## src/rtl/video_timing_gen.sv

```systemverilog
// -----------------------------------------------------------------------------
// video_modes_pkg / video_timing_gen
//
// Purpose:
//   video_modes_pkg describes a display mode: resolution, porches, sync widths,
//   sync polarities and the pixel clock it expects.
//   video_timing_gen turns one of those modes into the raster timing for the
//   display output stage. It also produces a lead "fetch" coordinate stream
//   that runs FETCH_LEAD cycles ahead of x/y/de, so an upstream pixel source
//   can issue reads early.
//
// Ports (all synchronous to clk, the mode's pixel clock):
//   clk          in   pixel clock
//   rst          in   synchronous, active-high reset (priority over en)
//   en           in   count enable; when 0 every counter and output holds
//   hsync        out  horizontal sync at the mode's polarity
//   vsync        out  vertical sync at the mode's polarity
//   de           out  active-video data enable
//   x, y         out  active pixel column/row, 0 when de=0
//   line_start   out  pulse on the first active pixel of each active line
//   frame_start  out  pulse on pixel (0,0)
//   fetch_valid  out  the position FETCH_LEAD cycles ahead is active
//   fetch_x/y    out  column/row of that lead position, 0 when not valid
//
// Every output is registered from the counter state of the previous cycle,
// so all outputs share a fixed latency of one enabled cycle.
// -----------------------------------------------------------------------------

package video_modes_pkg;

    typedef struct packed {
        logic [31:0] pclk_khz;
    } clock_config_t;

    typedef struct packed {
        clock_config_t clock_config;
        logic [15:0]   h_res;
        logic [15:0]   h_fp;
        logic [15:0]   h_sync;
        logic [15:0]   h_bp;
        logic [15:0]   v_res;
        logic [15:0]   v_fp;
        logic [15:0]   v_sync;
        logic [15:0]   v_bp;
        logic          h_sync_pol;  // level of hsync while the sync pulse is active
        logic          v_sync_pol;
    } video_mode_t;

    localparam video_mode_t VMODE_640x480p60 = '{
        clock_config: '{pclk_khz: 32'd25175},
        h_res: 16'd640, h_fp: 16'd16, h_sync: 16'd96,  h_bp: 16'd48,
        v_res: 16'd480, v_fp: 16'd10, v_sync: 16'd2,   v_bp: 16'd33,
        h_sync_pol: 1'b0, v_sync_pol: 1'b0
    };

    localparam video_mode_t VMODE_800x600p60 = '{
        clock_config: '{pclk_khz: 32'd40000},
        h_res: 16'd800, h_fp: 16'd40, h_sync: 16'd128, h_bp: 16'd88,
        v_res: 16'd600, v_fp: 16'd1,  v_sync: 16'd4,   v_bp: 16'd23,
        h_sync_pol: 1'b1, v_sync_pol: 1'b1
    };

endpackage

module video_timing_gen
    import video_modes_pkg::*;
#(
    parameter video_mode_t VIDEO_MODE = VMODE_640x480p60,
    parameter int          COORD_W    = 12,
    parameter int          FETCH_LEAD = 2
) (
    input  logic               clk,
    input  logic               rst,
    input  logic               en,
    output logic               hsync,
    output logic               vsync,
    output logic               de,
    output logic [COORD_W-1:0] x,
    output logic [COORD_W-1:0] y,
    output logic               line_start,
    output logic               frame_start,
    output logic               fetch_valid,
    output logic [COORD_W-1:0] fetch_x,
    output logic [COORD_W-1:0] fetch_y
);

    localparam int H_RES   = int'(VIDEO_MODE.h_res);
    localparam int H_FP    = int'(VIDEO_MODE.h_fp);
    localparam int H_SYNC  = int'(VIDEO_MODE.h_sync);
    localparam int H_BP    = int'(VIDEO_MODE.h_bp);
    localparam int V_RES   = int'(VIDEO_MODE.v_res);
    localparam int V_FP    = int'(VIDEO_MODE.v_fp);
    localparam int V_SYNC  = int'(VIDEO_MODE.v_sync);
    localparam int V_BP    = int'(VIDEO_MODE.v_bp);
    localparam int H_TOTAL = H_RES + H_FP + H_SYNC + H_BP;
    localparam int V_TOTAL = V_RES + V_FP + V_SYNC + V_BP;

    // Comparisons are done one bit wider than the counters so that window
    // ends equal to 2^COORD_W (zero back porch at full range) stay exact.
    localparam int CW1 = COORD_W + 1;

    localparam logic [COORD_W:0]   H_RES_W      = CW1'(H_RES);
    localparam logic [COORD_W:0]   H_SYNC_BEG_W = CW1'(H_RES + H_FP);
    localparam logic [COORD_W:0]   H_SYNC_END_W = CW1'(H_RES + H_FP + H_SYNC);
    localparam logic [COORD_W:0]   H_TOTAL_W    = CW1'(H_TOTAL);
    localparam logic [COORD_W:0]   V_RES_W      = CW1'(V_RES);
    localparam logic [COORD_W:0]   V_SYNC_BEG_W = CW1'(V_RES + V_FP);
    localparam logic [COORD_W:0]   V_SYNC_END_W = CW1'(V_RES + V_FP + V_SYNC);
    localparam logic [COORD_W:0]   LEAD_W       = CW1'(FETCH_LEAD);
    localparam logic [COORD_W-1:0] H_LAST       = COORD_W'(H_TOTAL - 1);
    localparam logic [COORD_W-1:0] V_LAST       = COORD_W'(V_TOTAL - 1);
    localparam logic               HPOL         = VIDEO_MODE.h_sync_pol;
    localparam logic               VPOL         = VIDEO_MODE.v_sync_pol;

    // Elaboration-time guards on the parameter set.
    if (H_TOTAL > (1 << COORD_W)) begin : g_bad_h_total
        $error("video_timing_gen: H_TOTAL does not fit in COORD_W bits");
    end
    if (V_TOTAL > (1 << COORD_W)) begin : g_bad_v_total
        $error("video_timing_gen: V_TOTAL does not fit in COORD_W bits");
    end
    if ((FETCH_LEAD < 0) || (FETCH_LEAD >= H_RES)) begin : g_bad_lead
        $error("video_timing_gen: FETCH_LEAD must lie in 0..h_res-1");
    end

    logic [COORD_W-1:0] r_h_cnt;
    logic [COORD_W-1:0] r_v_cnt;

    logic               r_hsync;
    logic               r_vsync;
    logic               r_de;
    logic [COORD_W-1:0] r_x;
    logic [COORD_W-1:0] r_y;
    logic               r_line_start;
    logic               r_frame_start;
    logic               r_fetch_valid;
    logic [COORD_W-1:0] r_fetch_x;
    logic [COORD_W-1:0] r_fetch_y;

    logic [COORD_W:0]   w_h;
    logic [COORD_W:0]   w_v;
    logic               w_h_last;
    logic [COORD_W-1:0] w_v_next;
    logic               w_de;
    logic               w_hs_act;
    logic               w_vs_act;
    logic [COORD_W:0]   w_lead_sum;
    logic               w_lead_wrap;
    logic [COORD_W-1:0] w_fetch_h;
    logic [COORD_W-1:0] w_fetch_v;
    logic               w_fetch_act;

    assign w_h      = {1'b0, r_h_cnt};
    assign w_v      = {1'b0, r_v_cnt};
    assign w_h_last = (r_h_cnt == H_LAST);
    // Row that follows the current one, wrapping at the bottom of the frame.
    assign w_v_next = (r_v_cnt == V_LAST) ? '0 : r_v_cnt + COORD_W'(1);

    assign w_de     = (w_h < H_RES_W) && (w_v < V_RES_W);
    assign w_hs_act = (w_h >= H_SYNC_BEG_W) && (w_h < H_SYNC_END_W);
    // vsync is decided on v_cnt alone, so its edges line up with h_cnt=0.
    assign w_vs_act = (w_v >= V_SYNC_BEG_W) && (w_v < V_SYNC_END_W);

    // Lead point: FETCH_LEAD < h_res <= H_TOTAL, so at most one wrap into
    // the next row is possible and a single compare/subtract resolves it.
    assign w_lead_sum  = w_h + LEAD_W;
    assign w_lead_wrap = (w_lead_sum >= H_TOTAL_W);
    assign w_fetch_h   = w_lead_wrap ? COORD_W'(w_lead_sum - H_TOTAL_W)
                                     : w_lead_sum[COORD_W-1:0];
    assign w_fetch_v   = w_lead_wrap ? w_v_next : r_v_cnt;
    assign w_fetch_act = ({1'b0, w_fetch_h} < H_RES_W) && ({1'b0, w_fetch_v} < V_RES_W);

    always_ff @(posedge clk) begin
        if (rst) begin
            r_h_cnt       <= '0;
            r_v_cnt       <= '0;
            r_hsync       <= ~HPOL;
            r_vsync       <= ~VPOL;
            r_de          <= 1'b0;
            r_x           <= '0;
            r_y           <= '0;
            r_line_start  <= 1'b0;
            r_frame_start <= 1'b0;
            r_fetch_valid <= 1'b0;
            r_fetch_x     <= '0;
            r_fetch_y     <= '0;
        end else if (en) begin
            r_h_cnt <= w_h_last ? '0 : r_h_cnt + COORD_W'(1);
            if (w_h_last) begin
                r_v_cnt <= w_v_next;
            end

            r_hsync       <= w_hs_act ? HPOL : ~HPOL;
            r_vsync       <= w_vs_act ? VPOL : ~VPOL;
            r_de          <= w_de;
            r_x           <= w_de ? r_h_cnt : '0;
            r_y           <= w_de ? r_v_cnt : '0;
            r_line_start  <= w_de && (r_h_cnt == '0);
            r_frame_start <= (r_h_cnt == '0) && (r_v_cnt == '0);
            r_fetch_valid <= w_fetch_act;
            r_fetch_x     <= w_fetch_act ? w_fetch_h : '0;
            r_fetch_y     <= w_fetch_act ? w_fetch_v : '0;
        end
    end

    assign hsync       = r_hsync;
    assign vsync       = r_vsync;
    assign de          = r_de;
    assign x           = r_x;
    assign y           = r_y;
    assign line_start  = r_line_start;
    assign frame_start = r_frame_start;
    assign fetch_valid = r_fetch_valid;
    assign fetch_x     = r_fetch_x;
    assign fetch_y     = r_fetch_y;

endmodule

```

## config.mk

```make
export PLATFORM = sky130hd
export DESIGN_NAME = video_timing_gen
export DESIGN_NICKNAME = d
export VERILOG_FILES = /design/src/rtl/video_timing_gen.sv
export SDC_FILE = /design/constraint.sdc
export NUM_CORES = 1
export LEC_CHECK = 0
export CAP_MARGIN = 20
export CORE_ASPECT_RATIO = 0.5
export CORE_MARGIN = 2
export CORE_UTILIZATION = 40
export DETAILED_ROUTE_END_ITERATION = 6
export GPL_TIMING_DRIVEN = 0
export MAX_ROUTING_LAYER = met4
export PLACE_DENSITY_LB_ADDON = 0.12
export SYNTH_ARGS = -nofsm -noshare
export SYNTH_HDL_FRONTEND = slang
export SYNTH_SLANG_ARGS = --single-unit
```

## constraint.sdc

```tcl
create_clock -name clk -period 3.45 [get_ports clk]
set_input_delay 0.345 -clock clk [delete_from_list [all_inputs] [get_ports clk]]
set_output_delay 0.345 -clock clk [all_outputs]
set_load 0.02 [all_outputs]
```

After elaboration in Yosys (flattened, before gate mapping)
Cells that the tools add are included.
W data, S select, Z words.
- input bits: 3
- output and inout bits: 54
- register bits: 78
- add/sub/neg operators: 4
- order comparisons: 9
- reductions and logical operators: 9
- mux-type cells: 10
- eq/ne operators: 2
- operator list (cell ; number):
    $mux W12 ; 8
    $lt A12 B10 Y1 const B ; 3
    $lt A12 B9 Y1 const B ; 3
    $add A12 B1 Y12 const B ; 2
    $eq A12 B10 Y1 const B ; 2
    $logic_not A12 Y1 ; 2
    $add A12 B2 Y13 const B ; 1
    $ge A13 B10 Y1 const B ; 1
    $ge A12 B10 Y1 const B ; 1
    $ge A12 B9 Y1 const B ; 1
    $sub A12 B10 Y12 const B ; 1
    $logic_and A1 B1 Y1 ; 6
    $mux W1 ; 2
    $reduce_and A2 Y1 ; 1

Longest topological paths before layout
Gate-level depths: netlist of the first run.
- depth in word-level cells: 6
- mapped depth: 12
- mapped depth without buffers: 10

Worst setup path before layout of the first run
No wires, ideal clock.
- path kind: register to register
- start: register r_h_cnt[1]
- end: register r_fetch_x[1] (netlist: fetch_x[1])
- arrival time: 2.820 ns
- clock period less this slack: 2.945 ns
- library setup time: 0.125 ns
- stages on the path, launching flop included: 12
- slack: 0.505 ns
- cells stage by stage: dfxtp_1 -> ha_1 -> nand3_1 -> xor2_1 -> ha_1 -> and3b_1 -> buf_2 -> o2bb2ai_1 -> a41oi_1 -> a221oi_4 -> buf_6 -> o31ai_1
- word-level cells in the longest chain between the ends: 6
- RTL lines (what ; RTL line ; source):
    start, declared ; 126 ; logic [COORD_W-1:0] r_h_cnt;
    start signal, assigned ; 188 ; r_h_cnt <= w_h_last ? '0 : r_h_cnt + COORD_W'(1);
    $add A12 B2 Y13 * ; 166 ; assign w_lead_sum = w_h + LEAD_W;
    $sub A12 B10 Y12 / $ge A13 B10 Y1 (equally long branches) ; 168, 167 ;
    $mux W12 (on tied branches) ; 168, 170 ;
    $lt A12 B10 Y1 / $lt A12 B9 Y1 (equally long branches) ; 171 ; assign w_fetch_act = ({1'b0, w_fetch_h} < H_RES_W) && ({1'b0, w_fetch_v} < V_RES_W);
    $logic_and A1 B1 Y1 ; 171 ;
    $mux W12 * ; 201 ; r_fetch_x <= w_fetch_act ? w_fetch_h : '0;
    end signal, assigned ; 201 ;
    end, declared ; 137 ; logic [COORD_W-1:0] r_fetch_x;
Every way passes the cells marked *; elsewhere a longest branch is shown, timed or not.
A chain may end at the register's enable or synchronous reset.

Final worst setup path of the first run
- start: register r_h_cnt[4]
- end: register r_fetch_x[8] (netlist: fetch_x[8])
The elaborated chain is that of the path after synthesis.

==> results.md, run 1 <==
Run status:
- The run finished with clean final reports.

Final layout:
- The antenna diode count is 0.
- The flip-flop and latch area is 0.001563 sq mm.
- The number of nets in the finished design is 517.
- For this run, the number of standard cells in the final layout without fillers is 633.
- The post-synthesis to final-layout area growth is 26.98%.
- In the final layout, the share of cells above drive strength 1 is 10.35%.
- The filler cells instantiated in the layout total 893.
- The summed area of non-filler cells in the final layout is 0.004852 sq mm.
- The multi-input gate area in the final layout is 0.002073 sq mm.

Yosys:
- The post-synth design cell area is 0.003821 sq mm.
- The post-synthesis cell count is 440.
- The synthesized design contains 0 enable-type register cells.
- Ranked by total cell area, the synthesized netlist is headed by dfxtp_1 41%, nand2_1 4.9%, o31ai_1 4.1%.
- The number of synthesized register bits is 78.
- The sequential share of the synthesized area is 40.86%.
- Averaged over all synthesized cells, the footprint is 8.684 sq um.
- The cell type contributing the most total cell area after synthesis is dfxtp_1.
- Among all flip-flop cells after synthesis, the most frequent one is dfxtp_1.
- In this run, distinct cell masters in the synthesized netlist total 62.
- The proportion of synthesized flip-flops having asynchronous set or reset is 0%.
- The top cell type by area accounts for 40.86% of the synthesized area.
- The number of nets in the synthesized netlist is 450.
- Yosys printed 0 warnings.

Critical path:
- In this run the worst path has a maximum fanout of 10.
- The required arrival time at the worst endpoint is 3.70 ns.
- The startpoint-to-endpoint class of the critical path is flip-flop to flip-flop.
- Data on the critical path arrives at its endpoint at 3.47 ns.
- STA classifies the critical path startpoint as a flip-flop.
- The endpoint class of the critical path is a flip-flop.
- For the worst flop-to-flop path, the logic depth is 11.

Detailed routing:
- Dividing the detail-routed via count by the number of cells gives 5.289.
- The starting DRC count in detailed routing is 221.
- For this block, the routed nets add up to 9.960 mm of wire.
- The remaining routing DRC violations is 0.
- In the final routed layout, each cell accounts on average for 15.73 microns.
- The total via count after detailed routing is 3348.
- For this run, the detailed router's first-pass iteration total came to 4.
- The number of antenna-violating nets in the routed design is 0.

Power and ir drop:
- After layout, the design draws a total of 1.957 mW.
- Power spread over the standard cell area amounts to 403.4 mW/mm^2.
- The static leakage is 1.737 nW.
- Across the VDD grid, the largest voltage drop is 0.0002603 V.

Timing:
- The worst hold margin is 0.4227 ns.
- In the finished design, the share of the clock period the worst path needs comes to 93.14%.
- The number of failing hold endpoints at the final stage is 0.
- The fmax is 311.2 MHz.
- The headroom to the max-slew limit is 56.93%.
- Setup violations remaining at the end of the flow were counted as 0.
- The slew at the pin closest to its max-slew limit is 0.6336 ns.
- Across all setup checks in the final design, the least slack found is 0.2368 ns.
- The final count of pins violating max slew came to 0.
- Setup repair after global routing left no endpoint under its margin.
- For the final database, setup skew stands at 0.006196 ns.
- The shortest clock period the worst path allows after layout is 3.213 ns.

Placed design:
- In this run, placement finished with an instance count of 615.
- The count of buffers inserted at the top-level ports is 54.
- The routability congestion estimate is 0.8640.
- Once placement finished, the instance area stood at 0.004513 sq mm.
- At the placement stage, the worst setup path has a slack of -0.3307 ns.
- Once detailed placement completed, the half-perimeter wirelength came to 7.387 mm.

Floorplanning:
- The area of the core region is 0.009353 sq mm.
- Measured along the y axis, the die boundary spans 73.11 microns.
- Once the floorplan was initialized, standard cells occupied 40.86% of the core.
- The count of boundary I/O pins is 57.
- The overall die width is 142.2 microns.
- Row generation in the floorplan step produced 25 rows.
- The die covers 0.01040 sq mm.

Global routing:
- The pin count of the biggest net entering global routing is 14.
- The via count of the first global-routing pass came to 3126.
- For this run the aggregate overflow at the end of global routing stands at 0.
- The first global-routing pass estimated 16.42 mm of wire.
- The initial antenna violation count is 0.
- Global routing used 21.18% of the available tracks.

Clocking:
- The H-tree depth is 3.
- Hold repair after CTS inserted 0 buffers.
- Clock tree synthesis inserted a total of 9 buffers.
- The clock sink count is 78.
- The clock reaches the later pin of the worst-skew pair after 0.34 ns.
- The CTS root buffer is clkbuf_16.
- The register clock-pin slew on the reported worst setup and hold paths is 0.06 ns.
- The longest clock path from root to sink contains 2 buffers.
- TritonCTS built the clock tree.

Min path:
- The number of stages on the worst hold path is 2.
- The worst min-delay path category is input port to flip-flop.

Flow run:
- Across the run, the number of max-cap violations was 0.
-- layer usage --
layer  up-vias  GRT usage [%]  routed length (microns)
met5         -              -                        0
met3         9          5.052                      433
met4         0          6.556                       91
met1      1575          28.81                     5079
li1       1700              -                        -
met2        64          31.29                     4355
-- cells in the mapped netlist, drive strengths merged (7+ instances only) --
library cell / n
a21oi: 16
a22o: 10
and2: 13
buf: 16
clkbuf: 16
dfxtp: 78
ha: 7
inv: 13
nand2: 50
nand3: 13
nand4: 11
nor2: 35
nor3: 20
o21ai: 26
o31ai: 21
xnor2: 18
xor2: 12
-- state kept, by name, indices dropped and copies added (netlist names) --
register / cells
fetch_x: 12
fetch_y: 12
r_h_cnt: 12
r_v_cnt: 12
x: 12
y: 12
de: 1
fetch_valid: 1
frame_start: 1
hsync: 1
line_start: 1
vsync: 1
-- critical path, stage by stage, from the launching register on --
cell,delay [ns]
dfxtp_1,0.45
buf_2,0.27
nand3_1,0.19
xor2_2,0.28
ha_1,0.27
and3b_1,0.17
buf_2,0.18
o2bb2ai_2,0.25
nand2_2,0.23
a221o_1,0.42
buf_6,0.16
o31ai_1,0.23
-- timing repair --
item                                   in CTS  in global routing
buffers inserted                            2                  0
endpoints found under the hold margin       0                  0
pin swaps                                   1                  0
gates resized for setup                     4                  2
setup endpoints to repair                  20                 19
-- worst paths after layout --
path / start / endpoint / slack, ns
min reg2reg: fetch_valid$_SDFFE_PP0P_ / fetch_valid$_SDFFE_PP0P_ / 0.44
max reg2reg: r_h_cnt[4]$_SDFFE_PP0P_ / fetch_x[8]$_SDFFE_PP0P_ / 0.24
min: rst / r_v_cnt[3]$_SDFFE_PP0P_ / 0.42
max: r_h_cnt[4]$_SDFFE_PP0P_ / fetch_x[8]$_SDFFE_PP0P_ / 0.24
-- where the power goes --
group          internal (mW)  switching [mW]
registers              0.911         0.00943
clock network          0.577           0.378
logic                 0.0287          0.0527
-- cells in the final DEF (no fill, tap or decap), types with 3 or more instances in the layout --
cell	count
o31ai_1	21
and4_1	3
xor2_1	11
buf_6	3
and2_1	12
a21oi_1	15
nand3_1	12
mux2i_1	5
o21ai_1	4
inv_1	13
clkinv_2	3
buf_4	3
nand2_1	49
nor3_1	19
nor4_1	3
buf_2	11
a22o_1	10
xnor2_1	18
clkbuf_1	16
clkdlybuf4s50_1	54
clkbuf_16	9
ha_1	6
nor2_1	35
o21ai_0	22
dfxtp_1	77
nand2b_1	3
nand4_1	9
or3_1	6
nand3b_1	4
or2_2	4
-- cell families after synthesis --
group | share of synthesized area (%)
simple gates | 23.94
compound gates | 18.70
flops | 40.86
buf+inv | 5.468
xor+xnor | 6.876
mux | 1.866
fa+ha+maj | 2.292
-- cell type report --
type | count | area share (%)
inverter | 13 | 1.006
buffer | 32 | 3.301
sequential | 78 | 32.21
multi-input combinational | 317 | 42.73
clock inverter | 6 | 1.264
tap | 121 | 3.120
timing repair buffer | 56 | 11.45
clock buffer | 10 | 4.925
-- stage by stage --
step | util [%] | TNS [ns]
2_1_floorplan | - | 0
3_3_place_gp | 48.25 | -5.598
3_5_place_dp | 48.25 | -5.665
4_1_cts | 51.83 | 0
5_1_grt | 51.88 | 0
6_report | 51.88 | 0
Power figures use the tool's default switching activity.
==> inputs of run 2 (changes only) <==
SLEW_MARGIN = 20   (was default)
==> results of run 2 <==
No change in the layout: final DEF, timing and power equal those of run 1.
